<file path="config.mk">
export PLATFORM = sky130hd
export DESIGN_NAME = alu_rr_sequencer
export DESIGN_NICKNAME = d
export VERILOG_FILES = /design/src/rtl/alu_rr_sequencer.sv
export SDC_FILE = /design/constraint.sdc
export NUM_CORES = 1
export LEC_CHECK = 0
export ABC_AREA = 1
export CAP_MARGIN = 40
export CORE_ASPECT_RATIO = 0.7
export CORE_MARGIN = 2
export CORE_UTILIZATION = 35
export CTS_BUF_LIST = sky130_fd_sc_hd__clkbuf_8
export DETAILED_ROUTE_END_ITERATION = 8
export SYNTH_ARGS = -nofsm -noshare
export SYNTH_HDL_FRONTEND = slang
export SYNTH_SLANG_ARGS = --single-unit
</file>
<file path="constraint.sdc">
create_clock -name clk -period 3.7 [get_ports clk]
set_input_delay 0.37 -clock clk [delete_from_list [all_inputs] [get_ports clk]]
set_output_delay 0.37 -clock clk [all_outputs]
set_load 0.05 [all_outputs]
</file>
<file path="src/rtl/alu_rr_sequencer.sv">
// Round-robin sequencer sharing one combinational alu between two requesters.
// Operations run IDLE -> EXEC -> RESP; the result is held until the consumer takes it.

module alu4 #(
    parameter int W = 4
) (
    input  logic [W-1:0] a,
    input  logic [W-1:0] b,
    input  logic [1:0]   sel,
    output logic [W-1:0] out,
    output logic [4:0]   flags
);
    // sel: 00 add, 01 sub (carry = borrow), 10 and, 11 xor.
    // flags = {zero, carry, sign, parity (xor of out bits), signed overflow}.
    logic [W:0] wide;
    logic       carry;
    logic       ovf;

    always_comb begin
        wide  = '0;
        carry = 1'b0;
        ovf   = 1'b0;
        out   = '0;
        case (sel)
            2'b00: begin
                wide  = {1'b0, a} + {1'b0, b};
                out   = wide[W-1:0];
                carry = wide[W];
                ovf   = (a[W-1] == b[W-1]) && (out[W-1] != a[W-1]);
            end
            2'b01: begin
                wide  = {1'b0, a} - {1'b0, b};
                out   = wide[W-1:0];
                carry = wide[W];
                ovf   = (a[W-1] != b[W-1]) && (out[W-1] != a[W-1]);
            end
            2'b10:   out = a & b;
            default: out = a ^ b;
        endcase
        flags = {~|out, carry, out[W-1], ^out, ovf};
    end
endmodule

module alu_rr_sequencer #(
    parameter int W     = 4,
    parameter int CNT_W = 8
) (
    input  logic             clk,
    input  logic             rst,
    input  logic [1:0]       req_valid,
    input  logic [2*W-1:0]   req_a,
    input  logic [2*W-1:0]   req_b,
    input  logic [3:0]       req_sel,
    output logic [1:0]       req_ready,
    output logic             rsp_valid,
    input  logic             rsp_ready,
    output logic             rsp_id,
    output logic [W-1:0]     rsp_out,
    output logic [4:0]       rsp_flags,
    output logic [CNT_W-1:0] done_cnt0,
    output logic [CNT_W-1:0] done_cnt1,
    output logic [1:0]       dbg_state
);
    // Handshakes: a transfer happens on a rising edge where valid and ready are
    // both high. req_ready is combinational and one-hot (or zero); rsp_valid,
    // once high, stays high with rsp_* stable until rsp_ready is seen.

    typedef enum logic [1:0] {
        IDLE = 2'd0,
        EXEC = 2'd1,
        RESP = 2'd2
    } state_t;

    state_t             state_q, state_d;
    logic               last_grant_q, last_grant_d;
    logic [W-1:0]       op_a_q, op_a_d;
    logic [W-1:0]       op_b_q, op_b_d;
    logic [1:0]         op_sel_q, op_sel_d;
    logic               op_id_q, op_id_d;
    logic               rsp_valid_q, rsp_valid_d;
    logic               rsp_id_q, rsp_id_d;
    logic [W-1:0]       rsp_out_q, rsp_out_d;
    logic [4:0]         rsp_flags_q, rsp_flags_d;
    logic [CNT_W-1:0]   done_cnt0_q, done_cnt0_d;
    logic [CNT_W-1:0]   done_cnt1_q, done_cnt1_d;

    logic               grant_valid;
    logic               grant_id;
    logic [W-1:0]       alu_out;
    logic [4:0]         alu_flags;

    // The alu only ever sees the captured operands, never the live request inputs.
    alu4 #(.W(W)) u_alu (
        .a     (op_a_q),
        .b     (op_b_q),
        .sel   (op_sel_q),
        .out   (alu_out),
        .flags (alu_flags)
    );

    always_comb begin
        grant_valid = 1'b0;
        grant_id    = 1'b0;
        if (state_q == IDLE) begin
            case (req_valid)
                2'b01: begin
                    grant_valid = 1'b1;
                    grant_id    = 1'b0;
                end
                2'b10: begin
                    grant_valid = 1'b1;
                    grant_id    = 1'b1;
                end
                2'b11: begin
                    grant_valid = 1'b1;
                    grant_id    = ~last_grant_q;
                end
                default: grant_valid = 1'b0;
            endcase
        end
        req_ready = 2'b00;
        if (grant_valid) begin
            req_ready = grant_id ? 2'b10 : 2'b01;
        end
    end

    always_comb begin
        state_d      = state_q;
        last_grant_d = last_grant_q;
        op_a_d       = op_a_q;
        op_b_d       = op_b_q;
        op_sel_d     = op_sel_q;
        op_id_d      = op_id_q;
        rsp_valid_d  = rsp_valid_q;
        rsp_id_d     = rsp_id_q;
        rsp_out_d    = rsp_out_q;
        rsp_flags_d  = rsp_flags_q;
        done_cnt0_d  = done_cnt0_q;
        done_cnt1_d  = done_cnt1_q;
        case (state_q)
            IDLE: begin
                if (grant_valid) begin
                    op_a_d       = grant_id ? req_a[2*W-1:W] : req_a[W-1:0];
                    op_b_d       = grant_id ? req_b[2*W-1:W] : req_b[W-1:0];
                    op_sel_d     = grant_id ? req_sel[3:2] : req_sel[1:0];
                    op_id_d      = grant_id;
                    last_grant_d = grant_id;
                    state_d      = EXEC;
                end
            end
            EXEC: begin
                rsp_out_d   = alu_out;
                rsp_flags_d = alu_flags;
                rsp_id_d    = op_id_q;
                rsp_valid_d = 1'b1;
                state_d     = RESP;
            end
            RESP: begin
                if (rsp_ready) begin
                    rsp_valid_d = 1'b0;
                    if (rsp_id_q) begin
                        done_cnt1_d = done_cnt1_q + CNT_W'(1);
                    end else begin
                        done_cnt0_d = done_cnt0_q + CNT_W'(1);
                    end
                    state_d = IDLE;
                end
            end
            default: state_d = IDLE;
        endcase
    end

    // last_grant resets to 1 so that requester 0 wins the first tie.
    always_ff @(posedge clk or posedge rst) begin
        if (rst) begin
            state_q      <= IDLE;
            last_grant_q <= 1'b1;
            op_a_q       <= '0;
            op_b_q       <= '0;
            op_sel_q     <= '0;
            op_id_q      <= 1'b0;
            rsp_valid_q  <= 1'b0;
            rsp_id_q     <= 1'b0;
            rsp_out_q    <= '0;
            rsp_flags_q  <= '0;
            done_cnt0_q  <= '0;
            done_cnt1_q  <= '0;
        end else begin
            state_q      <= state_d;
            last_grant_q <= last_grant_d;
            op_a_q       <= op_a_d;
            op_b_q       <= op_b_d;
            op_sel_q     <= op_sel_d;
            op_id_q      <= op_id_d;
            rsp_valid_q  <= rsp_valid_d;
            rsp_id_q     <= rsp_id_d;
            rsp_out_q    <= rsp_out_d;
            rsp_flags_q  <= rsp_flags_d;
            done_cnt0_q  <= done_cnt0_d;
            done_cnt1_q  <= done_cnt1_d;
        end
    end

    assign rsp_valid = rsp_valid_q;
    assign rsp_id    = rsp_id_q;
    assign rsp_out   = rsp_out_q;
    assign rsp_flags = rsp_flags_q;
    assign done_cnt0 = done_cnt0_q;
    assign done_cnt1 = done_cnt1_q;
    assign dbg_state = state_q;
endmodule

</file>
### Word level (Yosys, flattened, before mapping)

Index checks and enable logic that the tools add are counted.

| word-level totals | value |
|---|---|
| register bits | 41 |
| bits in latches | 0 |
| RAM bits | 0 |
| memory bits (read-only) | 0 |
| output and inout port bits | 31 |
| logic and storage cells | 64 |
| memories | 0 |

| cells by class | value |
|---|---|
| add/sub/neg operators | 4 |
| multiply operators | 0 |
| divide/modulo/power cells | 0 |
| magnitude comparators | 0 |
| equality and inequality tests | 13 |
| shifts and indexed selects | 0 |
| mux-type cells | 17 |
| bitwise gates (word level) | 4 |
| reduce and logical (&&, ||, !) cells | 14 |

Operators by type and width:

| kind | count |
|---|---|
| 8-bit by 1-bit adder with 8-bit output, second input constant | 2 |
| 4-bit case mux with 3 select lines | 1 |
| 2-bit two-way mux | 5 |
| 2-bit equality test, second input constant | 4 |
| 4-bit two-way mux | 2 |
| 1-bit case mux with 2 select lines | 4 |
| 2-bit by 1-bit equality test with 1-bit output, second input constant | 3 |
| 2-bit case mux with 3 select lines | 1 |
| 2-bit AND reduction | 3 |
| 3-bit AND reduction | 2 |
| 4-bit by 4-bit adder with 5-bit output | 1 |
| 4-bit by 4-bit subtractor with 5-bit output | 1 |
| 4-bit AND | 1 |
| 2-bit zero test | 2 |
| 1-bit two-way mux | 4 |
| 2-bit inequality test, second input constant | 2 |
| 4-bit OR reduction | 1 |
| 4-bit parity | 1 |
| 4-bit bitwise XOR | 1 |
| 1-bit inequality test | 3 |
| 3-bit OR reduction | 1 |
| 1-bit logical AND | 2 |
| 1-bit inverter | 2 |
| 2-bit nonzero test | 1 |
| 2 further kinds | 2 |

### Logic depth before layout (Yosys ltp)

| depth | value |
|---|---|
| word-level depth | 6 |
| depth in mapped cells | 15 |
| depth with buffers taken out | 14 |

### Cells and area by module

From an unflattened synthesis, not the netlist that was laid out.

| second synthesis, totals | value |
|---|---|
| cell total of the unflattened synthesis | 289 |
| area, all modules | 2,393.5 sq um |

Modules (own cells, without submodules):

| module | instances | cells each | area an instance (sq um) | seq. area each (sq um) |
|---|---|---|---|---|
| alu_rr_sequencer | 1 | 197 | 1,838.0 | 1,027.2 |
| alu4 | 1 | 92 | 555.5 | 0.0 |

### Least setup slack after synthesis

OpenSTA, ideal clock, no wires.

| timing path | value |
|---|---|
| path kind | reg2reg |
| from | reg op_a_q[0] |
| to | reg rsp_flags_q[1], in the netlist rsp_flags[1] |
| arrival | 1.838 ns |
| slack | 1.780 ns |
| stages on the path, launching flop included | 9 |
| path through | dfrtp_1 > inv_1 > ha_1 > fa_1 > o21ai_0 > a211oi_1 > ha_1 > xnor2_1 > o21ai_0 |

| on the way | value |
|---|---|
| word-level cells in the longest chain between the ends | 3 |

RTL lines:

| item | RTL line | text |
|---|---|---|
| start, declared | 76 | `logic [W-1:0] op_a_q, op_a_d;` |
| start signal, assigned | 191 | `op_a_q <= op_a_d;` |
| 4-bit by 4-bit subtractor with 5-bit output, or another cell as far along | 32 | `wide = {1'b0, a} - {1'b0, b};` |
| 4-bit case mux with 3 select lines * | 24 | `case (sel)` |
| 4-bit parity * | 40 | `flags = {~\|out, carry, out[W-1], ^out, ovf};` |
| end signal, assigned | 198 | `rsp_flags_q <= rsp_flags_d;` |
| end, declared | 83 | `logic [4:0] rsp_flags_q, rsp_flags_d;` |

Every way passes the cells marked *; elsewhere a longest branch is shown, timed or not.
A chain may end at the register's enable or synchronous reset.

### Worst setup path in the final report

| timing path | value |
|---|---|
| from | reg state_q[0], in the netlist dbg_state[0] |
| to | out req_ready[0] |

| on the way | value |
|---|---|
| word-level cells in the longest chain between the ends | 4 |

RTL lines:

| item | RTL line | text |
|---|---|---|
| start, declared | 74 | `state_t state_q, state_d;` |
| start signal, assigned | 189 | `state_q <= state_d;` |
| 2-bit zero test * | 104 | `if (state_q == IDLE) begin` |
| 1-bit two-way mux | 104 |  |
| 2-bit two-way mux | 123 | `req_ready = grant_id ? 2'b10 : 2'b01;` |
| 2-bit two-way mux * | 122 | `if (grant_valid) begin` |
| end, declared | 54 | `output logic [1:0] req_ready,` |

Marks and branches as above.

==> out/qor.yml <==
status: "finished, final reports clean"
dr.pass1.iters: 4
multi_input_area_sq_mm: 0.00101
cp-start-kind: "flop"
grt-busiest-layer: "met1"
wl_per_cell_um: 12.5
layout-drive-gt1-share_pct: 5.77
drt_drc_violations_left: 0
required_ns: 3.33
synth.cell_area_sq_mm: 0.00217
min_path_cells: 2
most-common-layout-cells: "69 x nand2_1, 55 x clkdlybuf4s50_1, 39 x dfrtp_1, 33 x inv_1, 17 x o21ai_0"
internal_power_mw: 1.33
synth_area_per_cell_sq_um: 8.58
path_max_fanout: 11
ir_worst_vdd_v: 0.000273
cap_violations: 0
timing.rr.start: "op_b_q[0]"
setup_slack_ns: 0.933
pwr-share-clk_pct: 11.3
cts-resized-gates: 0
cts_sinks: 40
leakage_nw: 1.37
pwr-share-seq_pct: 27.9
totalWireLength_um: 4830
antenna_found_initial: 0
clk_pin_slew_ns: 0.08
hold_buffers: 0
rsz0062_at_grt: "false"
seq_area_frac_synth_pct: 46.2
cts-htree-levels: 2
setup_viol: 0
diodes: 0
clk_path_buf_depth: 2
grt_max_degree: 41
globalRoute.totalOverflow: 0
pre_cts_slack_ns: 0.980
grtUsageMet1_pct: 23.9
min_period_over_period_pct: 74.8
grtUsageMet2_pct: 20.5
cp_slowest_stage_delay_ns: 0.87
synth_warnings: 0
fin_crit_ns: 2.77
vias: 1787
swShare_pct: 50.2
numPortBuffers: 55
hold_slack_ns: 0.471
max_freq_ghz: 0.361
die-area_sq_mm: 0.00685
clk_latency_ns: 0.29
cts_setup_buffers: 0
synth_fp_nets: 292
grtUsageTotal_pct: 15.0
avgViaCountPerCell: 4.62
reg2reg_setup_slack_ns: 1.50
p_comb_share_pct: 60.8
ant_nets: 0
slowest_stage: "clkdlybuf4s50_1"
path_class: "reg -> out"
numCtsBuffers: 5
hp-start: "last_grant_q"
worstReg2RegEnd: "rsp_flags[1]"
core_area_sq_mm: 0.00584
dp_hpwl_um: 3760
powerDensity_mw_per_mm2: 924
drtIter0Drc: 97
final_nets: 350
syn_inst: 253
final-seq-area_sq_mm: 0.00100
grt_first_pass_wirelength_um: 8340
finalClockSkew_ns: 0.00789
die_x_um: 98.1
holdPathEnd: "last_grant_q"
place_congestion: 0.845
finalSetupTns_ns: 0
clock-root-buffer: "clkbuf_8"
cts_tree: "done"
io_pins: 56
relSlewSlack_pct: 64.7
dieHeight_um: 69.9
start_util_pct: 37.1
synthDistinctLibCells: 25
fill_cells: 557
cp.arrival_ns: 2.40
rr_worst_depth: 11
power_switching_mw: 1.34
met3_usage_pct: 3.10
hp-class: "reg -> reg"
grt_pass1_vias: 1716
endpoint_kind: "primary output"
area.growth.synth_to_final_pct: 33.0
cp_cell_sequence: "inv_1 -> nand2_1 -> nor2_1 -> buf_4 -> nand2_1 -> inv_1 -> clkdlybuf4s50_1"
report.final.slew_viol_count: 0
ys_ff_latch: 40
num_rows: 23
tightest_slew_ns: 0.527
mostFrequentLayoutCell: "nand2_1"
hold_viol_final: 0
stage by stage:
step | cells | util (%) | power [mW] | cell area (sq um)
global route | 387 | 49.4 | 2.90 | 2890
global placement | 379 | 47.8 | 2.35 | 2790
floorplan | 253 | - | 1.92 | 2170
CTS | 387 | 49.4 | 2.68 | 2890
detailed placement | 379 | 47.8 | 2.37 | 2790
finish | 387 | 49.4 | 2.67 | 2890
per-layer routing:
metal  up-vias  wire length, um
li1        923                -
met1       801             2600
met2        61             1910
met3         2              289
met4         0               27
met5         -                0
cells in the mapped netlist, drive strengths merged:
cell / n / area, sq um
o21ai: 17 / 85.1
nor3b: 1 / 7.51
a21oi: 5 / 25.0
xor2: 6 / 52.6
a211oi: 1 / 7.51
dfrtp: 39 / 976
clkbuf: 1 / 5.00
inv: 33 / 124
nand3b: 2 / 15.0
nand3: 16 / 92.6
fa: 2 / 40.0
xnor2: 8 / 70.1
o211ai: 8 / 60.1
nand2: 71 / 272
buf: 5 / 30.0
ha: 12 / 150
mux2: 1 / 11.3
nand4: 5 / 31.3
dfstp: 1 / 26.3
nor2: 19 / 88.8
cell type report:
cell class	count	share of cell area, %
Timing Repair Buffer	57	19.6
Clock inverter	2	0.347
Clock buffer	6	2.86
Inverter	33	4.29
Multi-Input combinational cell	174	34.9
Sequential cell	40	34.7
Tap cell	75	3.25
power groups by stage:
stage | sequential, mW | clock, mW | combinational [mW]
final | 0.745 | 0.300 | 1.62
after global routing | 0.778 | 0.331 | 1.79
after CTS | 0.747 | 0.310 | 1.63
after detailed placement | 0.755 | 0 | 1.62
after global placement | 0.748 | 0 | 1.60
after floorplan | 1.04 | 0 | 0.883
critical path: cells and delay by family (launching register included):
family                 cells  cell delay [ns]
buffers and inverters      4             1.50
DFF                        1             0.38
and+or+nand+nor            3             0.23
logic make-up (layout without fill, tap and decap cells):
| logic type | count (synthesis) | in the layout | share of synthesized area, % |
|---|---|---|---|
| buffers and inverters | 39 | 98 | 7.32 |
| xor gates and xnor gates | 14 | 14 | 5.65 |
| adders and majority gates | 14 | 14 | 8.77 |
| muxes | 1 | 1 | 0.519 |
| AOI/OAI and AO/OA | 31 | 31 | 8.19 |
| DFF | 40 | 40 | 46.2 |
| and+or+nand+nor | 114 | 114 | 23.4 |
registers in the layout (all words and copies together), names as in the netlist, 2 cells and up:
signal,cells
rsp_out,3
op_a_q,4
op_b_q,4
op_sel_q,2
done_cnt0,8
rsp_flags,5
done_cnt1,8
dbg_state,2
worst max-delay path by stage:
stage | slack, ns | cells past startpoint | to | from
floorplan | 1.78 | 8 | rsp_flags[1] | op_a_q[0]
global placement | 1.00 | 7 | req_ready[0] | req_valid[1]
detailed placement | 0.98 | 7 | req_ready[0] | req_valid[0]
CTS | 0.93 | 7 | req_ready[0] | dbg_state[0]
global route | 0.75 | 7 | req_ready[0] | dbg_state[0]
finish | 0.93 | 7 | req_ready[0] | dbg_state[0]
Note: power is estimated with default switching activity, not from simulation.
